[config.mk]
export PLATFORM = sky130hd
export DESIGN_NAME = icache_flat
export DESIGN_NICKNAME = d
export VERILOG_FILES = /design/src/rtl/icache_pkg.sv /design/src/rtl/icache_if.sv /design/src/rtl/icache_line_store.sv /design/src/rtl/icache.sv /design/src/flat_wrapper.sv
export SDC_FILE = /design/constraint.sdc
export NUM_CORES = 1
export LEC_CHECK = 0
export BUFFER_PORTS_ARGS = -buffer_cell sky130_fd_sc_hd__buf_4
export CORE_ASPECT_RATIO = 1.1
export CORE_MARGIN = 5
export CORE_UTILIZATION = 59
export DETAILED_ROUTE_END_ITERATION = 8
export PLACE_DENSITY = 0.77
export RECOVER_POWER = 25
export SLEW_MARGIN = 20
export SYNTH_ARGS = -nofsm -noshare
export SYNTH_HDL_FRONTEND = slang
export SYNTH_SLANG_ARGS = --single-unit
[constraint.sdc]
create_clock -name Clk -period 7.45 [get_ports Clk]
set_input_delay 1.49 -clock Clk [delete_from_list [all_inputs] [get_ports Clk]]
set_output_delay 1.49 -clock Clk [all_outputs]
set_load 0.005 [all_outputs]
[src/rtl/icache_pkg.sv]
// Shared constants, FSM encoding and word-select helper for the instruction cache.
// Optional statistics counters are enabled by defining ICACHE_STATS_EN.
package icache_pkg;

    localparam int WORD_SIZE         = 16;
    localparam int ICACHE_LINE_WORDS = 4;
    localparam int LINE_BITS         = WORD_SIZE * ICACHE_LINE_WORDS;
    localparam int ADDR_W            = 16;
    localparam int OFFSET_W          = 2;
    localparam int LINE_ADDR_W       = ADDR_W - OFFSET_W;
    localparam int CNT_W             = 16;

    typedef enum logic {
        ICACHE_IDLE = 1'b0,
        ICACHE_FILL = 1'b1
    } icache_state_e;

    // Word 0 sits in the least significant bits of a line.
    function automatic logic [WORD_SIZE-1:0] line_word(
        input logic [LINE_BITS-1:0] line,
        input logic [OFFSET_W-1:0]  offset
    );
        int sh;
        sh = int'(offset) * WORD_SIZE;
        return line[sh +: WORD_SIZE];
    endfunction

endpackage

[src/rtl/icache_if.sv]
// CPU fetch port plus line-based memory port of the instruction cache.
// master = CPU/memory side, slave = cache side.
interface icache_if;
    import icache_pkg::*;

    logic                   i_readM;
    logic [ADDR_W-1:0]      i_address;
    logic [WORD_SIZE-1:0]   i_data;
    logic                   i_ready;

    logic                   m_readM;
    logic [ADDR_W-1:0]      m_address;
    logic [LINE_BITS-1:0]   m_data;
    logic                   m_valid;

    modport master (
        output i_readM, i_address, m_data, m_valid,
        input  i_data, i_ready, m_readM, m_address
    );

    modport slave (
        input  i_readM, i_address, m_data, m_valid,
        output i_data, i_ready, m_readM, m_address
    );

endinterface

[src/rtl/icache_line_store.sv]
// Valid/tag/data arrays for the direct-mapped cache: async read, sync write.
// Latency: read 0 cycles, write lands at the clock edge; only valid bits are reset.
module icache_line_store
    import icache_pkg::*;
#(
    parameter int  NUM_LINES = 8,
    localparam int IDX_W     = $clog2(NUM_LINES),
    localparam int TAG_W     = LINE_ADDR_W - IDX_W
) (
    input  logic                 clk,
    input  logic                 rst_n,
    input  logic [IDX_W-1:0]     rd_idx,
    output logic                 rd_valid,
    output logic [TAG_W-1:0]     rd_tag,
    output logic [LINE_BITS-1:0] rd_data,
    input  logic                 wr_en,
    input  logic [IDX_W-1:0]     wr_idx,
    input  logic [TAG_W-1:0]     wr_tag,
    input  logic [LINE_BITS-1:0] wr_data
);

    logic [NUM_LINES-1:0] valid_q;
    logic [TAG_W-1:0]     tag_q  [NUM_LINES];
    logic [LINE_BITS-1:0] data_q [NUM_LINES];

    always_ff @(posedge clk or negedge rst_n) begin
        if (!rst_n) begin
            valid_q <= '0;
        end else if (wr_en) begin
            valid_q[wr_idx] <= 1'b1;
        end
    end

    // Tag and data are only meaningful behind a set valid bit, so no reset.
    always_ff @(posedge clk) begin
        if (wr_en) begin
            tag_q[wr_idx]  <= wr_tag;
            data_q[wr_idx] <= wr_data;
        end
    end

    assign rd_valid = valid_q[rd_idx];
    assign rd_tag   = tag_q[rd_idx];
    assign rd_data  = data_q[rd_idx];

endmodule

[src/rtl/icache.sv]
// Direct-mapped read-only instruction cache: 0-cycle hits, whole-line fill on miss.
// CPU stalls via i_ready=0 during a fill; hit_count/miss_count exist only with ICACHE_STATS_EN.
module icache
    import icache_pkg::*;
#(
    parameter int NUM_LINES = 8
) (
    input  logic            Clk,
    input  logic            Reset_N,
    icache_if.slave         bus
`ifdef ICACHE_STATS_EN
    ,
    output logic [CNT_W-1:0] hit_count,
    output logic [CNT_W-1:0] miss_count
`endif
);

    localparam int IDX_W = $clog2(NUM_LINES);
    localparam int TAG_W = LINE_ADDR_W - IDX_W;

    icache_state_e          state_q, state_d;
    logic [LINE_ADDR_W-1:0] fill_line_q;
    logic                   hit;
    logic                   load_fill;
    logic                   wr_en;

    logic [OFFSET_W-1:0]    req_offset;
    logic [IDX_W-1:0]       req_idx;
    logic [TAG_W-1:0]       req_tag;
    logic [IDX_W-1:0]       fill_idx;
    logic [TAG_W-1:0]       fill_tag;

    logic                   rd_valid;
    logic [TAG_W-1:0]       rd_tag;
    logic [LINE_BITS-1:0]   rd_data;

    assign req_offset = bus.i_address[OFFSET_W-1:0];
    assign req_idx    = bus.i_address[OFFSET_W +: IDX_W];
    assign req_tag    = bus.i_address[ADDR_W-1 -: TAG_W];

    assign fill_idx   = fill_line_q[IDX_W-1:0];
    assign fill_tag   = fill_line_q[LINE_ADDR_W-1 -: TAG_W];

    icache_line_store #(
        .NUM_LINES (NUM_LINES)
    ) u_store (
        .clk      (Clk),
        .rst_n    (Reset_N),
        .rd_idx   (req_idx),
        .rd_valid (rd_valid),
        .rd_tag   (rd_tag),
        .rd_data  (rd_data),
        .wr_en    (wr_en),
        .wr_idx   (fill_idx),
        .wr_tag   (fill_tag),
        .wr_data  (bus.m_data)
    );

    always_ff @(posedge Clk or negedge Reset_N) begin
        if (!Reset_N) begin
            state_q     <= ICACHE_IDLE;
            fill_line_q <= '0;
        end else begin
            state_q <= state_d;
            if (load_fill) begin
                fill_line_q <= bus.i_address[ADDR_W-1:OFFSET_W];
            end
        end
    end

    // A fill always completes; lookup resumes on whatever the CPU presents afterwards.
    always_comb begin
        state_d   = state_q;
        hit       = 1'b0;
        load_fill = 1'b0;
        wr_en     = 1'b0;
        case (state_q)
            ICACHE_IDLE: begin
                hit = bus.i_readM & rd_valid & (rd_tag == req_tag);
                if (bus.i_readM && !hit) begin
                    load_fill = 1'b1;
                    state_d   = ICACHE_FILL;
                end
            end
            ICACHE_FILL: begin
                if (bus.m_valid) begin
                    wr_en   = 1'b1;
                    state_d = ICACHE_IDLE;
                end
            end
            default: state_d = ICACHE_IDLE;
        endcase
    end

    assign bus.i_ready   = hit;
    assign bus.i_data    = hit ? line_word(rd_data, req_offset) : '0;
    assign bus.m_readM   = (state_q == ICACHE_FILL);
    assign bus.m_address = {fill_line_q, {OFFSET_W{1'b0}}};

`ifdef ICACHE_STATS_EN
    logic [CNT_W-1:0] hit_cnt;
    logic [CNT_W-1:0] miss_cnt;

    always_ff @(posedge Clk or negedge Reset_N) begin
        if (!Reset_N) begin
            hit_cnt  <= '0;
            miss_cnt <= '0;
        end else begin
            if (hit && hit_cnt != {CNT_W{1'b1}}) begin
                hit_cnt <= hit_cnt + 1'b1;
            end
            if (load_fill && miss_cnt != {CNT_W{1'b1}}) begin
                miss_cnt <= miss_cnt + 1'b1;
            end
        end
    end

    assign hit_count  = hit_cnt;
    assign miss_count = miss_cnt;
`endif

endmodule

[src/flat_wrapper.sv]
// flat-port wrapper written by rule: the top's interface ports become plain ports
module icache_flat import icache_pkg::*;
#(
    parameter int NUM_LINES = 8
)
  (Clk, Reset_N, bus_i_readM, bus_i_address, bus_m_data, bus_m_valid, bus_i_data, bus_i_ready, bus_m_readM, bus_m_address);
  icache_if bus_i ();
  input  logic Clk;
  input  logic Reset_N;
  input wire logic [$bits(bus_i.i_readM)-1:0] bus_i_readM;
  input wire logic [$bits(bus_i.i_address)-1:0] bus_i_address;
  input wire logic [$bits(bus_i.m_data)-1:0] bus_m_data;
  input wire logic [$bits(bus_i.m_valid)-1:0] bus_m_valid;
  output wire logic [$bits(bus_i.i_data)-1:0] bus_i_data;
  output wire logic [$bits(bus_i.i_ready)-1:0] bus_i_ready;
  output wire logic [$bits(bus_i.m_readM)-1:0] bus_m_readM;
  output wire logic [$bits(bus_i.m_address)-1:0] bus_m_address;
  assign bus_i.i_readM = bus_i_readM;
  assign bus_i.i_address = bus_i_address;
  assign bus_i.m_data = bus_m_data;
  assign bus_i.m_valid = bus_m_valid;
  assign bus_i_data = bus_i.i_data;
  assign bus_i_ready = bus_i.i_ready;
  assign bus_m_readM = bus_i.m_readM;
  assign bus_m_address = bus_i.m_address;
  icache #(.NUM_LINES(NUM_LINES)) u_core (.Clk(Clk), .Reset_N(Reset_N), .bus(bus_i));
endmodule
-- Yosys cells after proc, flatten, opt, wreduce, memory -nomap -nowiden
Memories as Yosys holds them, arrays and structs flattened.
Index checks and enable logic that the tools add are counted.
- input port bits: 84
- memories: 2
- memory bits (writable): 600
- bits in registers: 23
- logic and storage cells: 31
- bitwise gates (word level): 4
- shifts and indexed selects: 1
- reduce and logical (&&, ||, !) cells: 3
- equality and inequality tests: 1
- multiplexer cells: 14
- order comparisons: 3
- memory list (name ; depth ; width ; read ports ; clocked after Yosys merged registers in ; wr ports ; RTL line ; source):
    u_core.u_store.data_q ; 8 ; 64 ; 1 ; 0 ; 1 ; icache_line_store.sv:24 ; logic [LINE_BITS-1:0] data_q [NUM_LINES];
    u_core.u_store.tag_q ; 8 ; 11 ; 1 ; 0 ; 1 ; icache_line_store.sv:23 ; logic [TAG_W-1:0] tag_q [NUM_LINES];
- operators by type and width (cell ; number):
    64-bit by 7-bit indexed part select with 16-bit output ; 1
    16-bit 2-to-1 mux ; 1
    11-bit equality test ; 1
    1-bit 2-to-1 mux ; 10
    3-bit by 4-bit less-than comparator with 1-bit output (second input constant) ; 2
    8-bit OR ; 1
    1-bit binary-select mux with 3-bit select ; 1
    1-bit demux with 3-bit select ; 1
    3-bit by 1-bit greater-or-equal comparator with 1-bit output (second input constant) ; 1
    1-bit bitwise AND ; 2
    1-bit logical AND ; 2
    1-bit one-hot mux with 2 select lines ; 1
    1-bit zero test ; 1
    1-bit inverter ; 1

-- Longest topological paths before layout
- word-level depth: 8
- depth in mapped cells: 10

-- Cells and area by module
A second synthesis with hierarchy kept.
- cell total of the unflattened synthesis: 996
- area total of the unflattened synthesis: 24198.2 um2
- modules (own cells, without submodules) (module ; area each (um2) ; seq. area each (um2) ; cells each ; times used):
    icache_line_store ; 22894.5 ; 18217.5 ; 902 ; 1
    icache ; 1303.8 ; 375.4 ; 94 ; 1

-- Worst setup path after synthesis
OpenSTA, ideal clock, no wires.
- kind: input-to-reg
- start: input port bus_m_valid
- end: register u_core.u_store.valid_q[4]
- path slack: 0.080 ns
- stages on the path: 3
- data required time: 7.353 ns
- arrival time: 7.273 ns
- path through: nand2_1 nor3_1 or2_2
- word-level cells in the longest chain between the ends: 2
- RTL lines (element ; RTL line ; source):
    from (decl) ; flat_wrapper.sv:13 ; input wire logic [$bits(bus_i.m_valid)-1:0] bus_m_valid;
    1-bit 2-to-1 mux ; icache.sv:86 ; if (bus.m_valid) begin
    1-bit 2-to-1 mux ; icache.sv:77 ; case (state_q)
    to (signal assigned) ; icache_line_store.sv:28 ; valid_q <= '0;
    to (signal, indexed assignment) ; icache_line_store.sv:30 ; valid_q[wr_idx] <= 1'b1;
    to (decl) ; icache_line_store.sv:22 ; logic [NUM_LINES-1:0] valid_q;
No other way between the ends.
A chain may end at the register's enable or synchronous reset.

-- Worst setup path after layout
- start: input port bus_i_address[3]
- end: output port bus_i_data[2]
- word-level cells in the longest chain between the ends: 6
- elaborated cells between the ends (all ways): 10
- RTL lines (element ; RTL line ; source):
    from (decl) ; flat_wrapper.sv:11 ; input wire logic [$bits(bus_i.i_address)-1:0] bus_i_address;
    branches (longest 5 deep; another with memory 8 x 64 bit) ; - ;
    16-bit 2-to-1 mux * ; icache.sv:96 ; assign bus.i_data = hit ? line_word(rd_data, req_offset) : '0;
    to (decl) ; flat_wrapper.sv:14 ; output wire logic [$bits(bus_i.i_data)-1:0] bus_i_data;
Mark *: on every way between the ends. The select of a mux whose other input is x is not followed.

==> results.md <==
Pwr:
- The proportion of total power due to net switching is 0.212.
- The power spent charging and discharging nets is 1590 uW.
- The leakage power summed over all cells is 0.00872 uW.
- The clock share of power is 0.382.
- IR analysis of the VDD net gives a maximum drop of 219 uV.
- The share of power burned in combinational logic is 0.071.
- The share of total power dissipated in sequential elements is 0.547.
- The power density over the cells is 278 mW/mm^2.
- The internal portion of the total power is 5930 uW.

Synthesis:
- The synthesized netlist cell count is 966.
- The number of flip-flops and latches in the synthesized netlist is 623.
- The share of the yosys chip area belonging to registers is 0.778.
- The synthesis warning total is 0.
- The number of distinct standard cells referenced by the synthesized netlist is 31.
- By area the synthesized netlist is led by edfxtp_1 (75%), mux4_2 (17%), dfrtp_1 (2.4%).
- The largest area contributor in the synthesized netlist is edfxtp_1.
- After synthesis the cells add up to 0.0239 sq mm.
- After synthesis, the mean cell area works out to 24.7 sq um.
- The most used flip-flop cell after synthesis is edfxtp_1.
- The portion of synthesized cell area occupied by the leading cell type is 0.754.
- The share of synthesized registers carrying an async set or reset is 0.0369.
- The count of flip-flops with a built-in enable after synthesis is 600.

Timing:
- Setup repair after global routing left no endpoint under its margin.
- The total count of max-transition violations in the final report came to 0.
- Derived from the worst setup path, the maximum achievable clock frequency is 0.166 GHz.
- In the post-route analysis, the smallest setup slack over all paths is 1440 ps.
- Across the routed clock network, the largest skew measured is 9.83 ps.
- The setup TNS after final layout is 0 ps.
- The worst pin sits at a relative slew slack of 0.0898.
- At the pin with the least slew margin, the transition time is 1370 ps.
- For the finished layout, the period the worst path requires is 6010 ps.
- The number of setup violations in the final report is 0.
- Dividing the final minimum period by the clock period gives 0.807.
- The number of failing hold endpoints at the final stage is 0.

Worst setup path:
- The category of the critical setup timing path is input port to output pin.
- STA classifies the critical path endpoint as an output pin.
- The data required time of the critical path is 5960 ps.
- STA classifies the critical path startpoint as an input port.
- The largest fanout on the critical path is 58.
- The endpoint arrival time on the critical path is 4520 ps.

Die:
- The initial cell density of the core is 0.595.
- The die extent in x is 202 um.
- The floorplan step set the die height to 221 um.
- The number of I/O pins is 118.
- The die area is 0.0446 sq mm.
- Row generation in the floorplan step produced 77 rows.
- The region available for standard cell placement spans 0.0402 sq mm.

Run:
- Max-cap violations in this run came to 0.

Placement:
- Prior to clock tree synthesis, the placed netlist has a worst setup slack of 1480 ps.
- The post-detailed-placement half-perimeter wirelength is 25.7 mm.
- During placement, the flow inserted port buffers numbering 115.
- The placed instance count is 1566.
- Routability-driven placement finished with a final weighted congestion of 0.774.

Clock network:
- The clock root buffer is clkbuf_16.
- CTS built an H-tree with a depth of 2.
- Buffers inserted to repair hold after CTS numbered 0.
- The later pin in the worst-skew pair is clocked with a latency of 600 ps.
- The clock tree buffer depth is 3.
- Gates resized during post-CTS repair numbered 0.
- After clock tree synthesis, the clock-pin slew on the worst setup and hold paths is 50 ps.
- The clock buffer count from CTS is 58.
- The number of sinks handled by clock tree synthesis is 623.
- TritonCTS built the clock tree.
- The number of buffers added for setup after CTS is 0.

Final layout:
- The number of fillers in the final layout is 2387.
- Across the whole layout, storage elements account for 0.0186 sq mm.
- From synthesis to final layout, the design area changed by 13.4%.
- The number of cells in the finished layout apart from fillers is 1672.
- The final layout net count is 1197.
- The post-layout utilization of the core is 0.674.
- The share of post-route cells with drive strength above 1 is 0.342.
- In the final layout, the multi-input gates occupy 0.00507 sq mm.

Global route:
- The global-route wire length before repair is 72.5 mm.
- Entering global routing, the biggest net connects 62 pins.
- For this run the aggregate overflow at the end of global routing stands at 0.
- The overall track demand over capacity in global routing is 0.219.
- The initial antenna violation count was 3.
- The via count of the first global-routing pass is 11179.

Route:
- The number of vias per cell is 6.37.
- The number of detailed-route iterations in the first pass is 5.
- For this block, the routed nets add up to 48.2 mm of wire.
- The post-detailed-route count of antenna-violating nets is 0.
- The total via count in the routed design is 10653.
- The remaining design rule violation count is 0.
- The number of DRC markers after the initial detailed-route iteration is 1064.
- The routed wirelength normalized by instance count is 28.8 um.

Outcome:
- The run finished with clean final reports.

Worst hold path:
- The path class of the tightest hold or removal check is flip-flop to flip-flop.
## final cells by class
| class | instances | area share |
|---|---|---|
| well taps | 513 | 0.0237 |
| inverters | 1 | 0.000139 |
| clock inverters | 29 | 0.00891 |
| diodes | 2 | 0.000185 |
| clock buffers | 75 | 0.0594 |
| repair buffers | 137 | 0.0342 |
| multi-input cells | 292 | 0.187 |
| flip-flops and latches | 623 | 0.686 |
## cell usage after synthesis, drive strengths merged (3+ instances only)
cell type	count
nand2	3
edfxtp	600
dfrtp	23
mux2i	36
mux2	15
xnor2	10
buf	30
mux4	181
nor2	7
or2	8
clkbuf	21
nor3	20
## routing by layer
| layer | global-route usage | routed length, um |
|---|---|---|
| met1 | 0.317 | 19400 |
| met2 | 0.353 | 24100 |
| met3 | 0.0401 | 3520 |
| met4 | 0.0598 | 1130 |
| met5 | 0 | 13 |
## final timing paths
kind	end	cells after the start	start	slack (ps)
setup reg to reg	u_core.u_store.tag_q[1][10]	4	u_core.bus.m_readM	4130
hold reg to reg	u_core.u_store.valid_q[4]	1	u_core.u_store.valid_q[4]	480
max in group asynchronous	u_core.u_store.valid_q[4]	1	Reset_N	5460
hold / removal	u_core.u_store.valid_q[4]	1	u_core.u_store.valid_q[4]	480
setup / recovery	bus_i_data[2]	9	bus_i_address[3]	1440
min in group asynchronous	u_core.fill_line_q[1]	1	Reset_N	1180
## cells by family after synthesis
kind of cell,after synthesis,synth area share
other,1,0.000157
buffers and inverters,52,0.0121
flip-flops,623,0.778
AO/OA/AOI/OAI,2,0.000628
XOR/XNOR,11,0.00403
AND/OR/NAND/NOR,45,0.0107
multiplexers,232,0.194
## state kept, by name, indices dropped and copies added, names as in the netlist
| signal | flops |
|---|---|
| u_core.u_store.tag_q | 88 |
| u_core.u_store.data_q | 512 |
| u_core.fill_line_q | 14 |
| u_core.bus.m_readM | 1 |
| u_core.u_store.valid_q | 8 |
## power by group through the flow
| stage | Clock, uW | Sequential (uW) | Combinational (uW) |
|---|---|---|---|
| finish | 2870 | 4120 | 533 |
| global route | 3090 | 4130 | 569 |
| CTS | 2910 | 4120 | 553 |
| detailed placement | 0 | 4190 | 546 |
| global placement | 0 | 4180 | 537 |
| floorplan | 0 | 4170 | 330 |
## cell usage in the layout (no fill, tap or decap), types with 2 or more instances in the layout
cell type	netlist	layout
clkinv_1	0	11
clkbuf_1	21	50
nor3_1	18	16
buf_4	3	94
bufinv_16	0	4
clkinv_2	0	11
mux2i_1	36	36
dfrtp_1	23	23
nor2_4	0	6
conb_1	1	2
clkbuf_8	0	3
nand2_1	3	3
mux4_2	180	180
clkbuf_16	0	61
diode_2	0	2
mux2_4	9	9
mux2_2	6	6
xnor2_1	10	10
nor3_2	2	4
or2_2	8	8
edfxtp_1	600	600
## worst max-delay path, cell delays in order
cell and delay [ps]:
buf_6 520, mux4_2 590, mux2i_1 180, xnor2_1 110, nor4_2 300, nand4_2 500
buf_4 370, nor3_1 220, buf_4 180
## through the flow
| stage | total power, uW | hold WS [ps] | instance area, sq um |
|---|---|---|---|
| after floorplan | 4500 | 434 | 23900 |
| after global placement | 4710 | 448 | 25400 |
| after detailed placement | 4730 | 448 | 25400 |
| after CTS | 7590 | 476 | 27200 |
| after global routing | 7790 | 492 | 27100 |
| final | 7530 | 477 | 27100 |
No activity file was read; power rests on OpenSTA's default activity.
